File: src/rtl/tl_rx_fc_rcv_credit_tracker.sv
// Sequences one TLP descriptor at a time through the receiver-overflow checker and
// keeps the P/NP/CPL header and data credits-received counters for accepted TLPs.
module tl_rx_fc_rcv_credit_tracker #(
  parameter int unsigned BUFFER_IN_DW_WIDTH   = 10,
  parameter int unsigned RCV_HDR_CREDS_WIDTH  = 12,
  parameter int unsigned RCV_DATA_CREDS_WIDTH = 16
) (
  input  logic                            clk,
  input  logic                            rst,
  input  logic                            tlp_valid,
  output logic                            tlp_ready,
  input  logic [1:0]                      tlp_typ,
  input  logic                            tlp_has_data,
  input  logic [BUFFER_IN_DW_WIDTH-1:0]   tlp_len_dw,
  input  logic                            receiver_overflow_error,
  output logic [1:0]                      buffer_typ,
  output logic [BUFFER_IN_DW_WIDTH-1:0]   buffer_in,
  output logic                            receiver_overflow_en,
  output logic [RCV_HDR_CREDS_WIDTH-1:0]  p_rcv_hdr,
  output logic [RCV_HDR_CREDS_WIDTH-1:0]  np_rcv_hdr,
  output logic [RCV_HDR_CREDS_WIDTH-1:0]  cpl_rcv_hdr,
  output logic [RCV_DATA_CREDS_WIDTH-1:0] p_rcv_data,
  output logic [RCV_DATA_CREDS_WIDTH-1:0] np_rcv_data,
  output logic [RCV_DATA_CREDS_WIDTH-1:0] cpl_rcv_data,
  output logic                            tlp_done,
  output logic                            tlp_dropped
);

  localparam int unsigned LenW = BUFFER_IN_DW_WIDTH;
  localparam int unsigned HdrW = RCV_HDR_CREDS_WIDTH;
  localparam int unsigned DatW = RCV_DATA_CREDS_WIDTH;

  localparam logic [1:0] TypInv = 2'b11;

  typedef enum logic [1:0] {StIdle, StCheck, StCommit} state_e;

  state_e            state_q, state_d;
  logic [1:0]        typ_q, typ_d;
  logic              has_data_q, has_data_d;
  logic [LenW-1:0]   len_q, len_d;
  logic              drop_q, drop_d;
  logic              commit_en;

  logic [HdrW-1:0]   hdr_q  [3];
  logic [DatW-1:0]   data_q [3];

  // A zero length with payload encodes 2^LenW DW, hence the extra top bit.
  logic [LenW:0]     len_ext;
  logic [LenW+1:0]   len_round;
  logic [DatW-1:0]   data_creds;

  assign len_ext    = {has_data_q && (len_q == '0), len_q};
  assign len_round  = {1'b0, len_ext} + (LenW + 2)'(3);
  assign data_creds = has_data_q ? DatW'(len_round[LenW+1:2]) : '0;

  always_comb begin
    state_d              = state_q;
    typ_d                = typ_q;
    has_data_d           = has_data_q;
    len_d                = len_q;
    drop_d               = drop_q;
    tlp_ready            = 1'b0;
    buffer_typ           = TypInv;
    buffer_in            = '0;
    receiver_overflow_en = 1'b0;
    tlp_done             = 1'b0;
    tlp_dropped          = 1'b0;
    commit_en            = 1'b0;
    unique case (state_q)
      StIdle: begin
        tlp_ready = 1'b1;
        if (tlp_valid) begin
          typ_d      = tlp_typ;
          has_data_d = tlp_has_data;
          len_d      = tlp_len_dw;
          drop_d     = (tlp_typ == TypInv);
          state_d    = (tlp_typ == TypInv) ? StCommit : StCheck;
        end
      end
      StCheck: begin
        buffer_typ           = typ_q;
        buffer_in            = has_data_q ? len_q : '0;
        receiver_overflow_en = 1'b1;
        drop_d               = receiver_overflow_error;
        state_d              = StCommit;
      end
      StCommit: begin
        tlp_done    = 1'b1;
        tlp_dropped = drop_q;
        commit_en   = !drop_q && (typ_q != TypInv);
        state_d     = StIdle;
      end
      default: state_d = StIdle;
    endcase
  end

  always_ff @(posedge clk) begin
    if (rst) begin
      state_q    <= StIdle;
      typ_q      <= TypInv;
      has_data_q <= 1'b0;
      len_q      <= '0;
      drop_q     <= 1'b0;
    end else begin
      state_q    <= state_d;
      typ_q      <= typ_d;
      has_data_q <= has_data_d;
      len_q      <= len_d;
      drop_q     <= drop_d;
    end
  end

  always_ff @(posedge clk) begin
    if (rst) begin
      for (int i = 0; i < 3; i++) begin
        hdr_q[i]  <= '0;
        data_q[i] <= '0;
      end
    end else begin
      for (int i = 0; i < 3; i++) begin
        if (commit_en && (typ_q == 2'(i))) begin
          hdr_q[i]  <= hdr_q[i] + HdrW'(1);
          data_q[i] <= data_q[i] + data_creds;
        end
      end
    end
  end

  assign p_rcv_hdr    = hdr_q[0];
  assign np_rcv_hdr   = hdr_q[1];
  assign cpl_rcv_hdr  = hdr_q[2];
  assign p_rcv_data   = data_q[0];
  assign np_rcv_data  = data_q[1];
  assign cpl_rcv_data = data_q[2];

endmodule

File: config.mk
export PLATFORM = sky130hd
export DESIGN_NAME = tl_rx_fc_rcv_credit_tracker
export DESIGN_NICKNAME = d
export VERILOG_FILES = /design/src/rtl/tl_rx_fc_rcv_credit_tracker.sv
export SDC_FILE = /design/constraint.sdc
export NUM_CORES = 1
export LEC_CHECK = 0
export CAP_MARGIN = 20
export CORE_UTILIZATION = 57
export DETAILED_ROUTE_END_ITERATION = 10
export PLACE_DENSITY = 0.87
export RECOVER_POWER = 25
export SLEW_MARGIN = 20
export SYNTH_ARGS = -nofsm -noshare
export SYNTH_HDL_FRONTEND = slang
export SYNTH_SLANG_ARGS = --single-unit
File: constraint.sdc
create_clock -name clk -period 5.4 [get_ports clk]
set_input_delay 1.08 -clock clk [delete_from_list [all_inputs] [get_ports clk]]
set_output_delay 1.08 -clock clk [all_outputs]
set_load 0.03 [all_outputs]
# Word level (Yosys, flattened, before mapping)
# Memory sizes are Yosys's and may differ from the RTL's.
# Cells that the tools add are included.
# classes
add_sub_neg,7
n_eq_ne,7
muxes,31
bitwise_logic,6
n_reduce_logical,12
# op_table
cell,count
adder 16 x 10 -> 16 bit,3
2-to-1 mux 16 bit,3
"adder 12 x 1 -> 12 bit, second input constant",3
2-to-1 mux 12 bit,3
2-to-1 mux 10 bit,3
2-to-1 mux 1 bit,17
"adder 11 x 2 -> 12 bit, second input constant",1
logical NOT 10 bit,1
"== test 2 bit, second input constant",3
2-to-1 mux 2 bit,3
OR 1 bit,6
logical AND 1 bit,5
"== test 2 x 1 -> 1 bit, second input constant",2
logical NOT 2 bit,2
"inequality test 2 bit, second input constant",2
one-hot mux 2 bit (2 select lines),1
AND reduction 2 bit,2
one-hot mux 1 bit (2 select lines),1
nonzero test 2 bit,1
logical NOT 1 bit,1
# totals
register_bits,16
mem_bits_rw,84
in_bits,17
out_inout_bits,100
wordCells,70
mem_count,2
# mem_list
memory,depth,word_bits,rd,rd_ports_with_merged_regs,write_ports,line,source
data_q,3,16,3,0,3,45,logic [DatW-1:0] data_q [3];
hdr_q,3,12,3,0,3,44,logic [HdrW-1:0] hdr_q [3];

# Logic depth before layout (Yosys ltp)
# Gate-level depths: netlist (run 1).
# depth
word_depth,8
depth_mapped,13

# Worst setup path before layout (run 1)
# Ideal clock, no wire load.
# synth_timing
path_type,reg-to-reg
startpoint,reg len_q[0]
endpoint,mem data_q[0][30] (netlist bit) (data pin)
setup_ns,0.257
arrival_ns,2.511
setup_slack_ns,2.633
stages_incl_launch_ff,13
n_path_buf,0
synth_period_minus_slack_ns,2.767
path_cell_list,dfxtp_1 > o2111a_1 > nand3_1 > nor2_1 > xor2_1 > and2_1 > ha_1 > a211oi_1 > nor2_1 > nor4b_2 > nor3_1 > xnor2_1 > nor2_1
# synth_rtl
element,line,source
from (decl),40,"logic [LenW-1:0] len_q, len_d;"
from (signal assigned),108,len_q <= len_d;
to (decl),45,

# Worst setup path in the final report (run 1)
# layout_timing
startpoint,reg state_q[0]
endpoint,out buffer_in[2]
# layout_between
elab_chain_cells,2
# layout_lines
element,line,source
from (decl),37,"state_e state_q, state_d;"
from (signal assigned),99,state_q <= StIdle;
from (signal assigned),105,state_q <= state_d;
== test 2 x 1 -> 1 bit,69,unique case (state_q)
2-to-1 mux 10 bit,69,
to (decl),17,"output logic [BUFFER_IN_DW_WIDTH-1:0] buffer_in,"
# No other way between the ends.

==> results of run 1 <==
[sequential cells by signal (all words and copies together), names as in the netlist]
register    flops
drop_q          1
state_q         2
typ_q           2
data_q         48
hdr_q          36
len_q          10
has_data_q      1
[metal layers]
| layer | up-vias | part of all wire | GRT usage | routed length, um |
|---|---|---|---|---|
| li1 | 2386 | - | - | - |
| met1 | 2288 | 0.46 | 0.337 | 6120 |
| met2 | 187 | 0.47 | 0.401 | 6260 |
| met3 | 19 | 0.059 | 0.0401 | 785 |
| met4 | 0 | 0.017 | 0.0867 | 228 |
| met5 | - | 0 | 0 | 0 |
[where the power goes]
part | total [uW] | internal [uW] | switching, uW | leakage, uW
combinational | 258 | 103 | 155 | 0.00182
clock | 457 | 175 | 282 | 0.0000886
sequential | 909 | 870 | 38.8 | 0.00100
total | 1620 | 1150 | 476 | 0.00291
[area by class of cell]
type	instances	area, um2
Inverter	17	63.8
Multi-Input combinational cell	468	3000
Sequential cell	100	2840
Clock buffer	9	124
Clock inverter	7	57.6
Timing Repair Buffer	119	1190
Tap cell	133	166
Fill cell	712	2510
[worst reg2reg max path, delay by kind of cell (launching register included)]
family | cells | cell delay [ns]
flops | 1 | 0.43
fa+ha+maj | 1 | 0.45
compound gates | 7 | 1.99
simple gates | 3 | 0.43
[logic make-up (layout without fill, tap and decap cells)]
group / Yosys count / in the layout / share of synthesized area
simple gates: 252 / 252 / 0.203
compound gates: 117 / 117 / 0.130
flops: 100 / 100 / 0.476
xor+xnor: 60 / 60 / 0.0881
fa+ha+maj: 36 / 36 / 0.0792
buf+inv: 34 / 152 / 0.0235
other cells: 1 / 3 / 0.000628
[worst min path at each step]
stage / end
6_report: len_q[7]
5_1_grt: len_q[0]
4_1_cts: len_q[7]
3_5_place_dp: len_q[7]
3_3_place_gp: state_q[1]
2_1_floorplan: state_q[1]
[layout by cell type (no fill, tap or decap), types with 4 or more instances in the layout]
cell / netlist / final
nand3_1: 27 / 27
o31a_1: 4 / 4
a211oi_1: 12 / 12
clkbuf_8: 0 / 9
a21oi_1: 33 / 33
and2_1: 8 / 8
inv_1: 17 / 17
a21boi_0: 4 / 4
o21a_1: 5 / 5
and3_1: 31 / 31
o21bai_1: 6 / 6
clkdlybuf4s50_1: 0 / 66
dfxtp_1: 16 / 16
nand2_1: 50 / 49
or3_1: 5 / 5
nand4_1: 7 / 7
dlygate4sd3_1: 0 / 50
nor2_1: 91 / 91
ha_1: 33 / 33
xor2_1: 27 / 27
a21o_1: 14 / 13
nor3_1: 11 / 11
nor2b_1: 6 / 6
o21ai_0: 22 / 22
edfxtp_1: 84 / 84
xnor2_1: 33 / 33
[per-stage QoR]
step	power [uW]	setup slack (ns)	cell area (um2)	utilization	hold slack, ns
floorplan	1080	2.63	5980	-	0.461
global placement	1180	1.78	7240	0.728	0.486
CTS	1640	1.91	7440	0.747	0.521
detailed placement	1190	1.62	7260	0.729	0.506
global route	1680	1.65	7440	0.748	0.551
finish	1620	1.84	7440	0.748	0.521
==> summary.md, run 1 <==
| Metric | Value |
|---|---|
| Reg2reg end | data_q[0][13] |
| Unrepaired setup endpoints after global routing | false |
| Die Y | 104 um |
| Post-synthesis sequential area ratio | 0.476 |
| Top post-synthesis cells by area | edfxtp_1 (42%), ha_1 (6.9%), nor2_1 (5.7%) |
| Non-Filler Instances | 853 |
| DRT Pass-1 Iters | 4 |
| Tcrit/Tclk final | 0.658 |
| Longest Clk Path Bufs | 2 |
| Reg2Reg Depth | 11 |
| Syn-to-layout area delta | 24.7% |
| Core area | 9950 um2 |
| Slew headroom | 0.379 |
| FMAX | 281 MHz |
| Min-Delay Path Depth | 2 |
| R2r startpoint | len_q[4] |
| Family with the most delay on the worst path | simple AND/OR/NAND/NOR gates |
| Clock sink count | 100 |
| Post-synthesis cell area | 5970 um2 |
| Ys Warns | 0 |
| Final #Nets | 768 |
| R2R setup slack | 1.87 ns |
| Final Skew | 0.0124 ns |
| Crit path time final | 3.56 ns |
| Most numerous cell in the Yosys netlist | nor2_1 |
| Root Driver | clkbuf_8 |
| ANT cells | 0 |
| CTS Buf Count | 9 |
| Biggest area consumer among synthesized cells | edfxtp_1 |
| Cells along the critical path | nor2b_1 > and3_1 > clkdlybuf4s50_1 |
| Final setup vio count | 0 |
| Ratio of cells with drive above 1 in the final layout | 0.0486 |
| Pin count of the biggest net entering global routing | 29 |
| Hold Violations, Final | 0 |
| Clock Latency Late Sink | 0.38 ns |
| Hold Startpoint | len_q[7] |
| Port Buffers | 116 |
| Row count | 36 |
| Worst EP required | 4.32 ns |
| First-pass GRT wire length | 21700 um |
| GR Overflow Total | 0 |
| DR vias | 4880 |
| Synthesized area per cell | 9.95 um2 |
| Total of max-cap violations | 0 |
| Post-Synthesis Cells | 600 |
| Crit path DAT | 2.48 ns |
| Slowest CP cell | nor2b_1 |
| IO Count | 117 |
| Outcome | finished clean |
| Worst path bufs/invs | 1 |
| Setup TNS | 0 ns |
| ANT nets after route | 0 |
| Final Max Slew Viols | 0 |
| Commonest cells post-synth | nor2_1 (91), edfxtp_1 (84), nand2_1 (50) |
| Crit Path Max Fanout | 14 |
| CP Launch Type | register |
| Routability Congestion | 0.875 |
| Worst vdd ir | 0.000155 V |
| Die width | 104 um |
| Leakage | 0.00291 uW |
| Residual DRC | 0 |
| Yosys reg bits | 100 |
| Post-CTS Setup Bufs | 0 |
| 1st-iter DRT viols | 238 |
| Avg WL per Cell | 15.7 um |
| H-tree Lvls | 3 |
| Initial core utilization | 0.600 |
| HP Class | register to register |
| Worst slew pin tran | 0.924 ns |
| Final WL | 13400 um |
| CTS tree | yes |
| Post-synth EDFFs | 84 |
| Crit. path cell count | 3 |
| Total track usage | 0.247 |
| Die Area | 10900 um2 |
| Initial antenna violation count | 0 |
| Pwr Density | 218 nW/um2 |
| Max incr delay on CP | 0.72 ns |
| Placed insts | 837 |
| Reg clk slew, reported paths | 0.10 ns |
| Async S/R FF share, synth | 0 |
| Number of global-route vias before repair | 4511 |
| Post-DP HPWL | 9780 um |
| Cts repair resizes | 0 |
| Netlist cell types | 52 |
| Hold Buf Count CTS | 0 |
| Yosys top cell area share | 0.423 |
| Worst Setup EP | buffer_in[2] |
| CP endpoint kind | primary output |
| Critical path class | register to primary output |
| Dominant synthesized flop cell | edfxtp_1 |
| Vias per cell | 5.72 |
| Setup crit start | state_q[0] |
No activity file was read; power rests on OpenSTA's default activity.
==> run 2: changes to the inputs <==
CORE_UTILIZATION = 48   (was 57)
PLACE_DENSITY = 0.78   (was 0.87)
clock period = 2.95 ns   (was 5.4 ns; I/O delays follow)
==> run 2 against run 1 <==
Setup slack worse by 1.8 ns. Cell count grew 7.3%. Count of clock-buffer cells in the layout grew 2. Clock skew shrank 0.0032 ns. Critical path depth is 8 higher. Non-clock buffer count grew 28. Routed wire length grew 9.0%. Clock power grew 130%. Critical path type is now register to register. Largest power group unchanged.
==> summary.md, run 2 (synthesized netlist as in run 1, its figures left out) <==
| Metric | Value |
|---|---|
| Crit path time final | 2.86 ns |
| Design area | 7870 um2 (was 7440 um2) |
| Die Area | 12900 um2 (was 10900 um2) |
| Worst slew pin tran | 0.742 ns (was 0.924 ns) |
| IO Count | 117 (unchanged) |
| Port Buffers | 116 (unchanged) |
| Sw Share | 0.269 (was 0.293) |
| Largest register FFs | 48 (unchanged) |
| Total power | 3240 uW (was 1620 uW) |
| Post-DP HPWL | 10500 um (was 9780 um) |
| Leakage | 0.00308 uW (was 0.00291 uW) |
| Setup TNS | 0 ns (unchanged) |
| FMAX | 350 MHz |
| Setup WS pre-CTS | -0.0624 ns (was 1.62 ns) |
| Avg WL per Cell | 16.0 um (was 15.7 um) |
| Initial antenna violation count | 0 (unchanged) |
| Slew headroom | 0.506 (was 0.379) |
| Tcrit/Tclk final | 0.970 |
| First-pass GRT wire length | 23500 um (was 21700 um) |
| Commonest cells after routing, fill and taps aside | nor2_1 (89), edfxtp_1 (84), clkdlybuf4s50_1 (75), nand2_1 (49), dlygate4sd3_1 (41) (was nor2_1 (91), edfxtp_1 (84), clkdlybuf4s50_1 (66), dlygate4sd3_1 (50), nand2_1 (49)) |
| Routability Congestion | 0.865 (was 0.875) |
| Vias per cell | 5.52 (was 5.72) |
| Leading registers by flop count | data_q (48), hdr_q (36), len_q (10) (unchanged) |
| Worst vdd ir | 0.000265 V (was 0.000155 V) |
| Number of global-route vias before repair | 4818 (was 4511) |
| Most common cell after layout, fill and taps aside | nor2_1 (unchanged) |
| CP endpoint kind | register (was primary output) |
| Pwr Density | 411 nW/um2 (was 218 nW/um2) |
| CTS Buf Count | 9 (unchanged) |
| H-tree Lvls | 3 (unchanged) |
| Pin count of the biggest net entering global routing | 59 (was 29) |
| Crit Path Max Fanout | 6 (was 14) |
| Final setup margin | 0.0896 ns (was 1.84 ns) |
| Clock Latency Late Sink | 0.35 ns (was 0.38 ns) |
| Final WL | 14600 um (was 13400 um) |
| Hold Buf Count CTS | 0 (unchanged) |
| Crit path DAT | 2.96 ns (was 2.48 ns) |
| Int Pwr | 2370 uW (was 1150 uW) |
| Final setup vio count | 0 (unchanged) |
| Clk network pwr share | 0.327 (was 0.281) |
| Reg clk slew, reported paths | 0.06 ns (was 0.10 ns) |
| Initial core utilization | 0.495 (was 0.600) |
| Logic pwr share | 0.159 (about the same) |
| DR vias | 5049 (was 4880) |
| DRT Pass-1 Iters | 5 (was 4) |
| Area after DPL | 7510 um2 (was 7260 um2) |
| HP Class | register to register (unchanged) |
| GR Overflow Total | 0 (unchanged) |
| Longest Clk Path Bufs | 2 (unchanged) |
| Switching Power | 870 uW (was 476 uW) |
| Final #Nets | 796 (was 768) |
| Ratio of cells with drive above 1 in the final layout | 0.106 (was 0.0486) |
| Final Skew | 0.00916 ns (was 0.0124 ns) |
| Row count | 40 (was 36) |
| Root Driver | clkbuf_16 (was clkbuf_8) |
| Total of max-cap violations | 0 (unchanged) |
| ANT cells | 0 (unchanged) |
| Syn-to-layout area delta | 31.9% (was 24.7%) |
| Most flops, register | data_q (unchanged) |
| Worst EP required | 3.05 ns (was 4.32 ns) |
| Sequential power share | 0.514 (was 0.560) |
| Die width | 114 um (was 104 um) |
| Critical path class | register to register (was register to primary output) |
| Die Y | 114 um (was 104 um) |
| CTS tree | yes (unchanged) |
| Non-Filler Instances | 915 (was 853) |
| 1st-iter DRT viols | 282 (was 238) |
| ANT nets after route | 0 (unchanged) |
| CP Launch Type | register (unchanged) |
| Placed insts | 899 (was 837) |
| Clock sink count | 100 (unchanged) |
| Hold Violations, Final | 0 (unchanged) |
| Total track usage | 0.233 (was 0.247) |
| Outcome | finished clean (unchanged) |
| Residual DRC | 0 (unchanged) |
| Core area | 12100 um2 (was 9950 um2) |
| Final Max Slew Viols | 0 (unchanged) |
-- run 2: per-layer routing --
layer	GRT usage	routed length, um	vias to the layer above
li1	-	-	2440
met1	0.295	6460	2407
met2	0.395	7060	176
met3	0.0388	747	26
met4	0.0956	351	0
met5	0	0	-
-- run 2: cell type report --
type / count / area (um2)
fill: 990 / 4190
multi-input combinational: 468 / 3090
sequential: 100 / 2850
timing repair buffer: 147 / 1400
clock buffer: 11 / 233
tap: 168 / 210
inverter: 17 / 63.8
clock inverter: 4 / 17.5
-- run 2: power groups by stage --
stage          combinational, uW  clock, uW  sequential (uW)
6_report                     516       1060             1660
3_3_place_gp                 506          0             1690
5_1_grt                      554       1120             1670
3_5_place_dp                 514          0             1690
2_1_floorplan                211          0             1780
4_1_cts                      518       1080             1660
-- run 2: critical path: stages, from the launching register on --
cell and delay (ns):
dfxtp_4 0.36, o2111a_1 0.29, buf_4 0.15, xor2_1 0.13, and2_2 0.23, ha_1 0.33
o21a_1 0.20, o31a_1 0.13, or2_1 0.26, a221o_1 0.33, xnor2_1 0.14, nor2_1 0.05
-- run 2: worst paths after layout --
path,from,cells after the start,endpoint,slack (ns)
max reg2reg,len_q[1],11,data_q[0][24],0.09
max,len_q[1],11,data_q[0][24],0.09
min reg2reg,len_q[0],2,len_q[0],0.51
min,len_q[0],2,len_q[0],0.51
-- run 2: timing repair --
item / in CTS / in global routing
gates resized for setup: 3 / 32
hold endpoints to repair: 0 / 0
setup buffers: 0 / 1
endpoints found under the setup margin: 8 / 31
pin swaps: 1 / 13
-- run 2: stage by stage --
step            util  hold slack [ns]
6_report       0.653            0.512
3_5_place_dp   0.623            0.507
4_1_cts        0.644            0.516
5_1_grt        0.653            0.530
3_3_place_gp   0.623            0.481
2_1_floorplan      -            0.461
